<file path="src/rtl/cpu_pkg.sv">
// ---------------------------------------------------------------------------
// cpu_pkg
// Shared definitions for the 4-bit-opcode accumulator CPU.
//   - opcode constants, shared by the fetch unit and the control decoder
//   - instruction-field and address widths
//   - fetch/sequencing FSM state encoding
//   - small helpers used by the fetch unit
// ---------------------------------------------------------------------------
package cpu_pkg;

  localparam int OPC_W   = 4;
  localparam int IMM_W   = 4;
  localparam int PC_W    = 8;
  localparam int CNT_W   = 16;
  localparam int INSTR_W = OPC_W + IMM_W;

  typedef enum logic [OPC_W-1:0] {
    ADD = 4'd0,
    SUB = 4'd1,
    LDA = 4'd2,
    STA = 4'd3,
    LDB = 4'd4,
    STB = 4'd5,
    LDC = 4'd6,
    JMP = 4'd7
  } opcode_e;

  typedef enum logic [2:0] {
    ST_IDLE   = 3'd0,
    ST_FETCH  = 3'd1,
    ST_DECODE = 3'd2,
    ST_EXEC   = 3'd3,
    ST_HALT   = 3'd4
  } state_e;

  // Defined opcodes occupy 0..7, so the top opcode bit alone marks an
  // undefined instruction.
  function automatic logic opcode_defined(input logic [OPC_W-1:0] op);
    return (op[OPC_W-1] == 1'b0);
  endfunction

endpackage

</file>
<file path="src/rtl/unidade_busca.sv">
// ---------------------------------------------------------------------------
// unidade_busca
// Instruction fetch and sequencing unit. Holds the program counter, fetches
// instruction words over a req/ack handshake, presents one opcode/immediate
// at a time to the decoder, resolves JMP (taken when A == 0), counts retired
// instructions and halts on undefined opcodes.
//
// Ports
//   clk, rst      clock, asynchronous active-high reset
//   start         leave IDLE and fetch from address 0 (ignored elsewhere)
//   imem_req      fetch request, held until imem_ack
//   imem_addr     fetch address (= pc)
//   imem_ack      instruction word valid on imem_data this cycle
//   imem_data     instruction word {opcode, imm}
//   opcode, imm   instruction register fields
//   instr_valid   one-cycle pulse in DECODE
//   branch        decoder Branch output for the current opcode
//   zero          accumulator A == 0
//   exec_done     datapath finished the current instruction
//   pc            program counter
//   halted        undefined opcode encountered (sticky)
//   retired       saturating count of completed instructions
// ---------------------------------------------------------------------------
module unidade_busca
  import cpu_pkg::*;
#(
  parameter int PC_W  = cpu_pkg::PC_W,
  parameter int IMM_W = cpu_pkg::IMM_W,
  parameter int CNT_W = cpu_pkg::CNT_W
) (
  input  logic                   clk,
  input  logic                   rst,
  input  logic                   start,
  output logic                   imem_req,
  output logic [PC_W-1:0]        imem_addr,
  input  logic                   imem_ack,
  input  logic [OPC_W+IMM_W-1:0] imem_data,
  output logic [OPC_W-1:0]       opcode,
  output logic [IMM_W-1:0]       imm,
  output logic                   instr_valid,
  input  logic                   branch,
  input  logic                   zero,
  input  logic                   exec_done,
  output logic [PC_W-1:0]        pc,
  output logic                   halted,
  output logic [CNT_W-1:0]       retired
);

  state_e             state_r;
  state_e             state_s;
  logic [PC_W-1:0]    pc_r;
  logic [OPC_W-1:0]   opcode_r;
  logic [IMM_W-1:0]   imm_r;
  logic               taken_r;
  logic [CNT_W-1:0]   retired_r;
  logic               imem_req_r;
  logic               instr_valid_r;
  logic               halted_r;

  // Next-state logic of the fetch/decode/execute sequencer.
  always_comb begin
    state_s = state_r;
    case (state_r)
      ST_IDLE: begin
        if (start) begin
          state_s = ST_FETCH;
        end else begin
          state_s = ST_IDLE;
        end
      end
      ST_FETCH: begin
        if (imem_ack) begin
          state_s = ST_DECODE;
        end else begin
          state_s = ST_FETCH;
        end
      end
      ST_DECODE: begin
        if (opcode_defined(opcode_r)) begin
          state_s = ST_EXEC;
        end else begin
          state_s = ST_HALT;
        end
      end
      ST_EXEC: begin
        if (exec_done) begin
          state_s = ST_FETCH;
        end else begin
          state_s = ST_EXEC;
        end
      end
      ST_HALT: state_s = ST_HALT;
      default: state_s = ST_IDLE;
    endcase
  end

  // State register plus state-decoded flags, registered from the next state
  // so they are glitch-free and clear asynchronously with rst.
  always_ff @(posedge clk or posedge rst) begin
    if (rst) begin
      state_r       <= ST_IDLE;
      imem_req_r    <= 1'b0;
      instr_valid_r <= 1'b0;
      halted_r      <= 1'b0;
    end else begin
      state_r       <= state_s;
      imem_req_r    <= (state_s == ST_FETCH);
      instr_valid_r <= (state_s == ST_DECODE);
      halted_r      <= (state_s == ST_HALT);
    end
  end

  // Instruction register: loaded only on an acknowledged fetch, so spurious
  // acks outside FETCH never disturb the presented opcode/imm.
  always_ff @(posedge clk or posedge rst) begin
    if (rst) begin
      opcode_r <= {OPC_W{1'b0}};
      imm_r    <= {IMM_W{1'b0}};
    end else if ((state_r == ST_FETCH) && imem_ack) begin
      {opcode_r, imm_r} <= imem_data;
    end else begin
      opcode_r <= opcode_r;
      imm_r    <= imm_r;
    end
  end

  // Branch decision is captured in DECODE; zero may change during EXEC as
  // the datapath works, and must not affect the already-resolved jump.
  always_ff @(posedge clk or posedge rst) begin
    if (rst) begin
      taken_r <= 1'b0;
    end else if (state_r == ST_DECODE) begin
      taken_r <= branch & zero;
    end else begin
      taken_r <= taken_r;
    end
  end

  // Program counter and retired counter advance together when an
  // instruction completes. pc wraps naturally; retired saturates.
  always_ff @(posedge clk or posedge rst) begin
    if (rst) begin
      pc_r      <= {PC_W{1'b0}};
      retired_r <= {CNT_W{1'b0}};
    end else if ((state_r == ST_EXEC) && exec_done) begin
      if (taken_r) begin
        pc_r <= PC_W'(imm_r);
      end else begin
        pc_r <= pc_r + {{(PC_W-1){1'b0}}, 1'b1};
      end
      if (retired_r != {CNT_W{1'b1}}) begin
        retired_r <= retired_r + {{(CNT_W-1){1'b0}}, 1'b1};
      end else begin
        retired_r <= retired_r;
      end
    end else begin
      pc_r      <= pc_r;
      retired_r <= retired_r;
    end
  end

  assign imem_req    = imem_req_r;
  assign imem_addr   = pc_r;
  assign opcode      = opcode_r;
  assign imm         = imm_r;
  assign instr_valid = instr_valid_r;
  assign pc          = pc_r;
  assign halted      = halted_r;
  assign retired     = retired_r;

endmodule
</file>
<file path="config.mk">
export PLATFORM = sky130hd
export DESIGN_NAME = unidade_busca
export DESIGN_NICKNAME = d
export VERILOG_FILES = /design/src/rtl/cpu_pkg.sv /design/src/rtl/unidade_busca.sv
export SDC_FILE = /design/constraint.sdc
export NUM_CORES = 1
export LEC_CHECK = 0
export BUFFER_PORTS_ARGS = -buffer_cell sky130_fd_sc_hd__clkbuf_2
export CORE_UTILIZATION = 30
export CTS_BUF_LIST = sky130_fd_sc_hd__clkbuf_8
export CTS_CLUSTER_SIZE = 8
export DETAILED_ROUTE_END_ITERATION = 7
export PLACE_DENSITY = 0.57
export SETUP_SLACK_MARGIN = 0.05
export SLEW_MARGIN = 25
export SYNTH_ARGS = -nofsm -noshare
export SYNTH_HDL_FRONTEND = slang
export SYNTH_SLANG_ARGS = --single-unit
</file>
<file path="constraint.sdc">
create_clock -name clk -period 5.1 [get_ports clk]
set_clock_uncertainty 0.1 [all_clocks]
set_input_delay 1.02 -clock clk [delete_from_list [all_inputs] [get_ports clk]]
set_output_delay 1.02 -clock clk [all_outputs]
set_load 0.1 [all_outputs]
</file>
# Word level (Yosys, flattened, before mapping)
# Index checks and enable logic that the tools add are counted.
[totals]
register_bits = 39
out_inout_bits = 43
[op_classes]
bitwise_logic = 1
reduce_logical = 4
n_mux = 6
eq_ne = 8
n_addsub = 2
[op_table]
columns = ["cell", "count"]
rows = [
  ["adder 16 x 1 -> 16 bit, second input constant", 1],
  ["!= test 16 bit, second input constant", 1],
  ["case mux 3 bit (5 select lines)", 1],
  ["== test 3 x 2 -> 1 bit, second input constant", 3],
  ["adder 8 x 1 -> 8 bit, second input constant", 1],
  ["two-way mux 8 bit", 1],
  ["== test 3 x 1 -> 1 bit, second input constant", 2],
  ["== test 3 bit, second input constant", 2],
  ["two-way mux 2 bit", 2],
  ["zero test 3 bit", 1],
  ["two-way mux 3 bit", 1],
  ["logical AND 1 bit", 2],
  ["AND reduction 2 bit", 1],
  ["bitwise AND 1 bit", 1],
  ["two-way mux 1 bit", 1],
]

# Depth between registers and ports, before layout
# Gate-level depths: netlist (run 1).
[depth]
word_depth = 3
depth_mapped = 6

# Worst setup path before layout (run 1)
# No wires, ideal clock.
[synth_timing]
path_kind = "flip-flop to output port"
startpoint = "register pc_r[4], in the netlist imem_addr[4]"
endpoint = "output pc[4]"
n_path_buf = 1
required_time_ns = 3.980
arrival_time_ns = 1.425
stages_incl_launch_ff = 2
slack_ns = 2.555
cell_sequence = "dfrtp_1 > buf_4"
[synth_lines]
columns = ["item", "line_no", "source"]
rows = [
  ["start, declared", "unidade_busca.sv:51", "logic [PC_W-1:0] pc_r;"],
  ["start signal, assigned", "unidade_busca.sv:143", "pc_r <= {PC_W{1'b0}};"],
  ["start signal, assigned", "unidade_busca.sv:147", "pc_r <= PC_W'(imm_r);"],
  ["start signal, assigned", "unidade_busca.sv:149", "pc_r <= pc_r + {{(PC_W-1){1'b0}}, 1'b1};"],
  ["end, declared", "unidade_busca.sv:44", "output logic [PC_W-1:0] pc,"],
]
# No word-level cell between the ends.

# Final worst setup path (run 1)
[layout_timing]
startpoint = "register pc_r[4], in the netlist imem_addr[4]"
endpoint = "output pc[4]"
# No word-level cell between the ends.

==> flow_summary.toml, run 1 <==
[status]
status = "completed"

[final_layout]
final_common_cell = "clkbuf_2"
drive_gt1_share_pct = 36.3
fillCellCount = 605
area_growth_pct = 22.7
nNetsFinal = 242
antennaDiodeCount = 0
mostFrequentLayoutCells = "clkbuf_2, dfrtp_1, xor2_1, o21ai_0, nand2_1"

[route]
wl_per_cell_um = 12.4
vias = 1453
viasPerCell = 4.83
drt_iter0_drc = 59
finalWirelength_mm = 3.73
ant_nets = 0
drtPass1Iterations = 4
drc = 0

[synth]
yosys_warnings = 0
yosysSeqAreaShare_pct = 51.5
synth_top_area_share_pct = 51.5
syn_avg_cell_area_sq_um = 10.8
synthSimpleGateAreaFrac_pct = 21.5
synth.area.mux_share_pct = 6.41
synth_nets = 192
netlist_instances = 175
synth_top_cell_by_area = "dfrtp_1"
synth-compound-area-share_pct = 7.13
yosys.area_share.adder_pct = 1.32
netlist_area_sq_um = 1890
synth_area_leaders = "dfrtp_1, xor2_1, mux2_2"
synthDistinctLibCells = 36
ys_ff_latch = 39
synth_top_family_by_area = "simple AND/OR/NAND/NOR gates"
synth_xor_xnor_area_share_pct = 6.94

[min_path]
hp-class = "flip-flop to flip-flop"
min_path_cells = 1

[die]
core_sq_um = 5990
dieHeight_um = 81.5
initial_utilization_pct = 31.6
rows = 28
die_w_um = 81.5
dieArea_sq_um = 6640
ios = 58

[cts]
cts_hold_buf = 0
clock_latency_ns = 0.29
cts_root_buffer = "clkbuf_8"
cts_resized = 0
cts_num_sinks = 39
postCtsSetupRepairBufs = 0
ctsHtreeMaxLevel = 2
cts.path.max_buffers = 2
path_clk_slew_ns = 0.08
cts_tree = "yes"
numCtsBuffers = 5

[worst_setup_path]
cpPeakStageDelay_ns = 0.50
startpoint_type = "flip-flop"
worstRegToRegCells = 5
crit_buf_inv = 1
crit_family = "buffers and inverters"
path_depth = 1
crit_fanout = 9
crit_chain = "clkbuf_2"
cp.arrival_ns = 1.27
cp-end-kind = "output port"
slowest_stage = "clkbuf_2"
required_ns = 3.98
crit_type = "flip-flop to output port"

[timing]
drv_slew = 0
setup_viol = 0
fin_crit_ns = 2.39
setup_tns_ns = 0
worst_pin_slew_ns = 0.691
relSlewSlack_pct = 53.6
fin_crit_sh_pct = 46.8
rsz0062_at_grt = "false"
fmax_ghz = 0.419
finalHoldViolations = 0

[run]
drv_cap = 0

[global_routing]
grt.overflow.total = 0
grt_max_degree = 40
grt_pass1_vias = 1275
grt_first_pass_wirelength_mm = 6.18
antenna_found_initial = 0
grtUsageTotal_pct = 12.4

[placed_design]
dp_hpwl_mm = 2.69
place.gp.congestion = 0.710
numPortBuffers = 57
## stage by stage
stage               hold WS (ns)  util [%]  cells  area [sq um]  worst slack, ns
floorplan                  0.413         -    175          1890             2.55
global placement           0.391      36.7    293          2200             2.51
detailed placement         0.396      36.7    293          2200             2.43
CTS                        0.415      38.6    301          2310             2.63
global route               0.430      38.8    301          2320             2.63
finish                     0.411      38.8    301          2320             2.71
## per-layer routing
layer | up-vias | track usage, % | wire length [um]
met5 | - | 0 | 0
met1 | 694 | 16.8 | 1750
met4 | 0 | 4.82 | 60
met3 | 6 | 3.89 | 184
met2 | 33 | 18.4 | 1730
li1 | 720 | - | -
## worst paths after layout
kind | startpoint | endpoint | slack (ns)
worst max register to register | retired[0] | retired[1] | 2.96
worst max-delay path | imem_addr[4] | pc[4] | 2.71
max in group asynchronous | rst | imm[3] | 3.84
min in group asynchronous | rst | taken_r | 0.73
worst min register to register | opcode[0] | opcode[0] | 0.41
worst min-delay path | opcode[0] | opcode[0] | 0.41
## sequential cells by signal, summed over array words and instances (netlist names)
signal       cells
imem_addr        8
state_r          3
imem_req         1
halted           1
opcode           4
retired         16
instr_valid      1
imm              4
taken_r          1
## synthesized netlist by cell type
library cell	number
mux2_2	9
inv_1	2
and4b_1	1
and2b_1	1
and3b_1	1
a211oi_1	2
mux2i_1	2
nand4b_4	1
nor3b_1	1
or4_4	1
nor3_2	3
or2b_1	1
a22oi_1	2
xor2_1	15
nor2_1	9
nor3_1	6
nand4_1	6
o21ai_0	13
ha_1	2
a21oi_1	4
nor2b_1	3
nand2b_1	1
nor4_1	5
or2_2	1
and4_1	2
nor4b_1	2
o31ai_1	1
and3_1	4
nand2_1	12
a31oi_1	2
dfrtp_1	39
nand3b_1	1
buf_4	8
clkbuf_1	4
nand3_1	5
buf_2	3
## cell families (layout without fill, tap and decap cells)
kind of cell | count (synthesis) | in the layout
fa+ha+maj | 2 | 2
compound gates | 24 | 24
simple gates | 67 | 67
buf+inv | 17 | 68
flops | 39 | 39
xor+xnor | 15 | 15
mux | 11 | 11
## layout make-up
type	count	area, sq um	area share (%)
sequential	39	976	42.0
timing repair buffer	58	293	12.6
clock inverter	2	35.0	1.51
clock buffer	6	82.6	3.55
tap	75	93.8	4.04
inverter	2	7.51	0.323
multi-input combinational	119	836	36.0
Power of run 1 is not shown: default switching activity piles up to over one toggle a cycle in this logic, so the estimate is an artifact.
==> inputs of run 2 (changes only) <==
Clock period 5.1 ns to 2.2 ns, I/O delays scaled along.
==> run 2 against run 1 <==
Worst setup slack got worse by 2.4 ns. Hold slack got worse by 0.27 ns. Core utilization rose by 1.3 points. Sequential share of layout area fell by 0.35 points. Die area did not move. Non-clock buffer count rose by 4. Via count barely moved.
==> flow_summary.toml, run 2 (synthesized netlist as in run 1, its figures left out) <==
[status]
status = "completed"

[cts]
cts_num_sinks = 39
cts.path.max_buffers = 2
ctsHtreeMaxLevel = 2
cts_hold_buf = 0
clock_latency_ns = 0.30
cts_resized = 0
cts_tree = "yes"
cts_root_buffer = "clkbuf_8"
path_clk_slew_ns = 0.08
postCtsSetupRepairBufs = 0
numCtsBuffers = 5

[die]
core_sq_um = 5990
ios = 58
dieArea_sq_um = 6640
die_w_um = 81.5
initial_utilization_pct = 31.6
dieHeight_um = 81.5
rows = 28

[timing]
fin_crit_sh_pct = 83.7
finalHoldViolations = 0
relSlewSlack_pct = 50.2
setup_viol = 0
fin_crit_ns = 1.84
setup_tns_ns = 0
rsz0062_at_grt = "false"
worst_pin_slew_ns = 0.746
fmax_ghz = 0.543
holdWs_ns = 0.141
drv_slew = 0
setup_ws_ns = 0.358

[final_layout]
fin_area_sq_um = 2400
regArea_sq_um = 1000
nNetsFinal = 246
mostFrequentLayoutCells = "clkbuf_2, dfrtp_1, xor2_1, o21ai_0, dfrtp_2"
final_common_cell = "clkbuf_2"
largest_register_ffs = 16
multi_input_area_sq_um = 827
drive_gt1_share_pct = 43.9
antennaDiodeCount = 0
area_growth_pct = 26.7
fillCellCount = 601

[placed_design]
dp_hpwl_mm = 2.83
numPortBuffers = 57
place.gp.congestion = 0.726
placed_cell_area_sq_um = 2260
pre_cts_ws_ns = 0.388

[global_routing]
grt_pass1_vias = 1310
grtUsageTotal_pct = 13.1
grt_first_pass_wirelength_mm = 6.44
antenna_found_initial = 0
grt.overflow.total = 0
grt_max_degree = 24

[worst_setup_path]
cpPeakStageDelay_ns = 0.51
crit_chain = "clkbuf_2"
slowest_stage = "clkbuf_2"
startpoint_type = "flip-flop"
crit_fanout = 9
crit_buf_inv = 1
crit_family = "buffers and inverters"
cp-end-kind = "output port"
crit_type = "flip-flop to output port"
required_ns = 1.66
cp.arrival_ns = 1.30

[route]
viasPerCell = 4.76
drc = 0
drt_iter0_drc = 66
drtPass1Iterations = 4
wl_per_cell_um = 12.8
finalWirelength_mm = 3.91
ant_nets = 0
vias = 1452

[min_path]
hp-class = "primary input to asynchronous set/reset pin"

[run]
drv_cap = 0
==> run 2: cell count changes in the layout (fill, tap and decap cells not counted), moves of 2 or more <==
cell / delta
dfrtp_4: +2
buf_4: +3
dfrtp_2: +13
dfrtp_1: -15
==> run 2: worst paths after layout <==
| check | startpoint | end | slack (ns) | depth (start not counted) |
|---|---|---|---|---|
| worst max-delay path | imem_addr[4] | imem_addr[4] | 0.36 | 1 |
| worst min-delay path | rst | retired[7] | 0.14 | 2 |
| worst max register to register | retired[0] | retired[1] | 0.36 | 6 |
| worst min register to register | retired[12] | retired[12] | 0.39 | 1 |
| max in group asynchronous | rst | imem_addr[7] | 1.30 | 3 |
| min in group clk | imem_data[3] | imm[3] | 0.27 | 2 |
==> run 2: metrics by stage <==
step,util (%),std cells
3_5_place_dp,37.8,297
5_1_grt,40.1,305
2_1_floorplan,-,175
4_1_cts,40.1,305
3_3_place_gp,37.8,297
6_report,40.1,305
==> run 2: area by class of cell <==
cell class	count	area share, %
Inverter	2	0.313
Multi-Input combinational cell	119	34.5
Tap cell	75	3.91
Sequential cell	39	41.7
Clock inverter	3	2.82
Timing Repair Buffer	62	14.0
Clock buffer	5	2.87
==> run 2: routing by layer <==
layer	vias to the layer above	part of all wire (%)	GRT usage [%]
li1	722	-	-
met5	-	0	0
met3	6	4.4	3.56
met2	35	46	18.9
met4	0	2.0	6.96
met1	689	48	17.7
Power of run 2 is left out for the same reason.
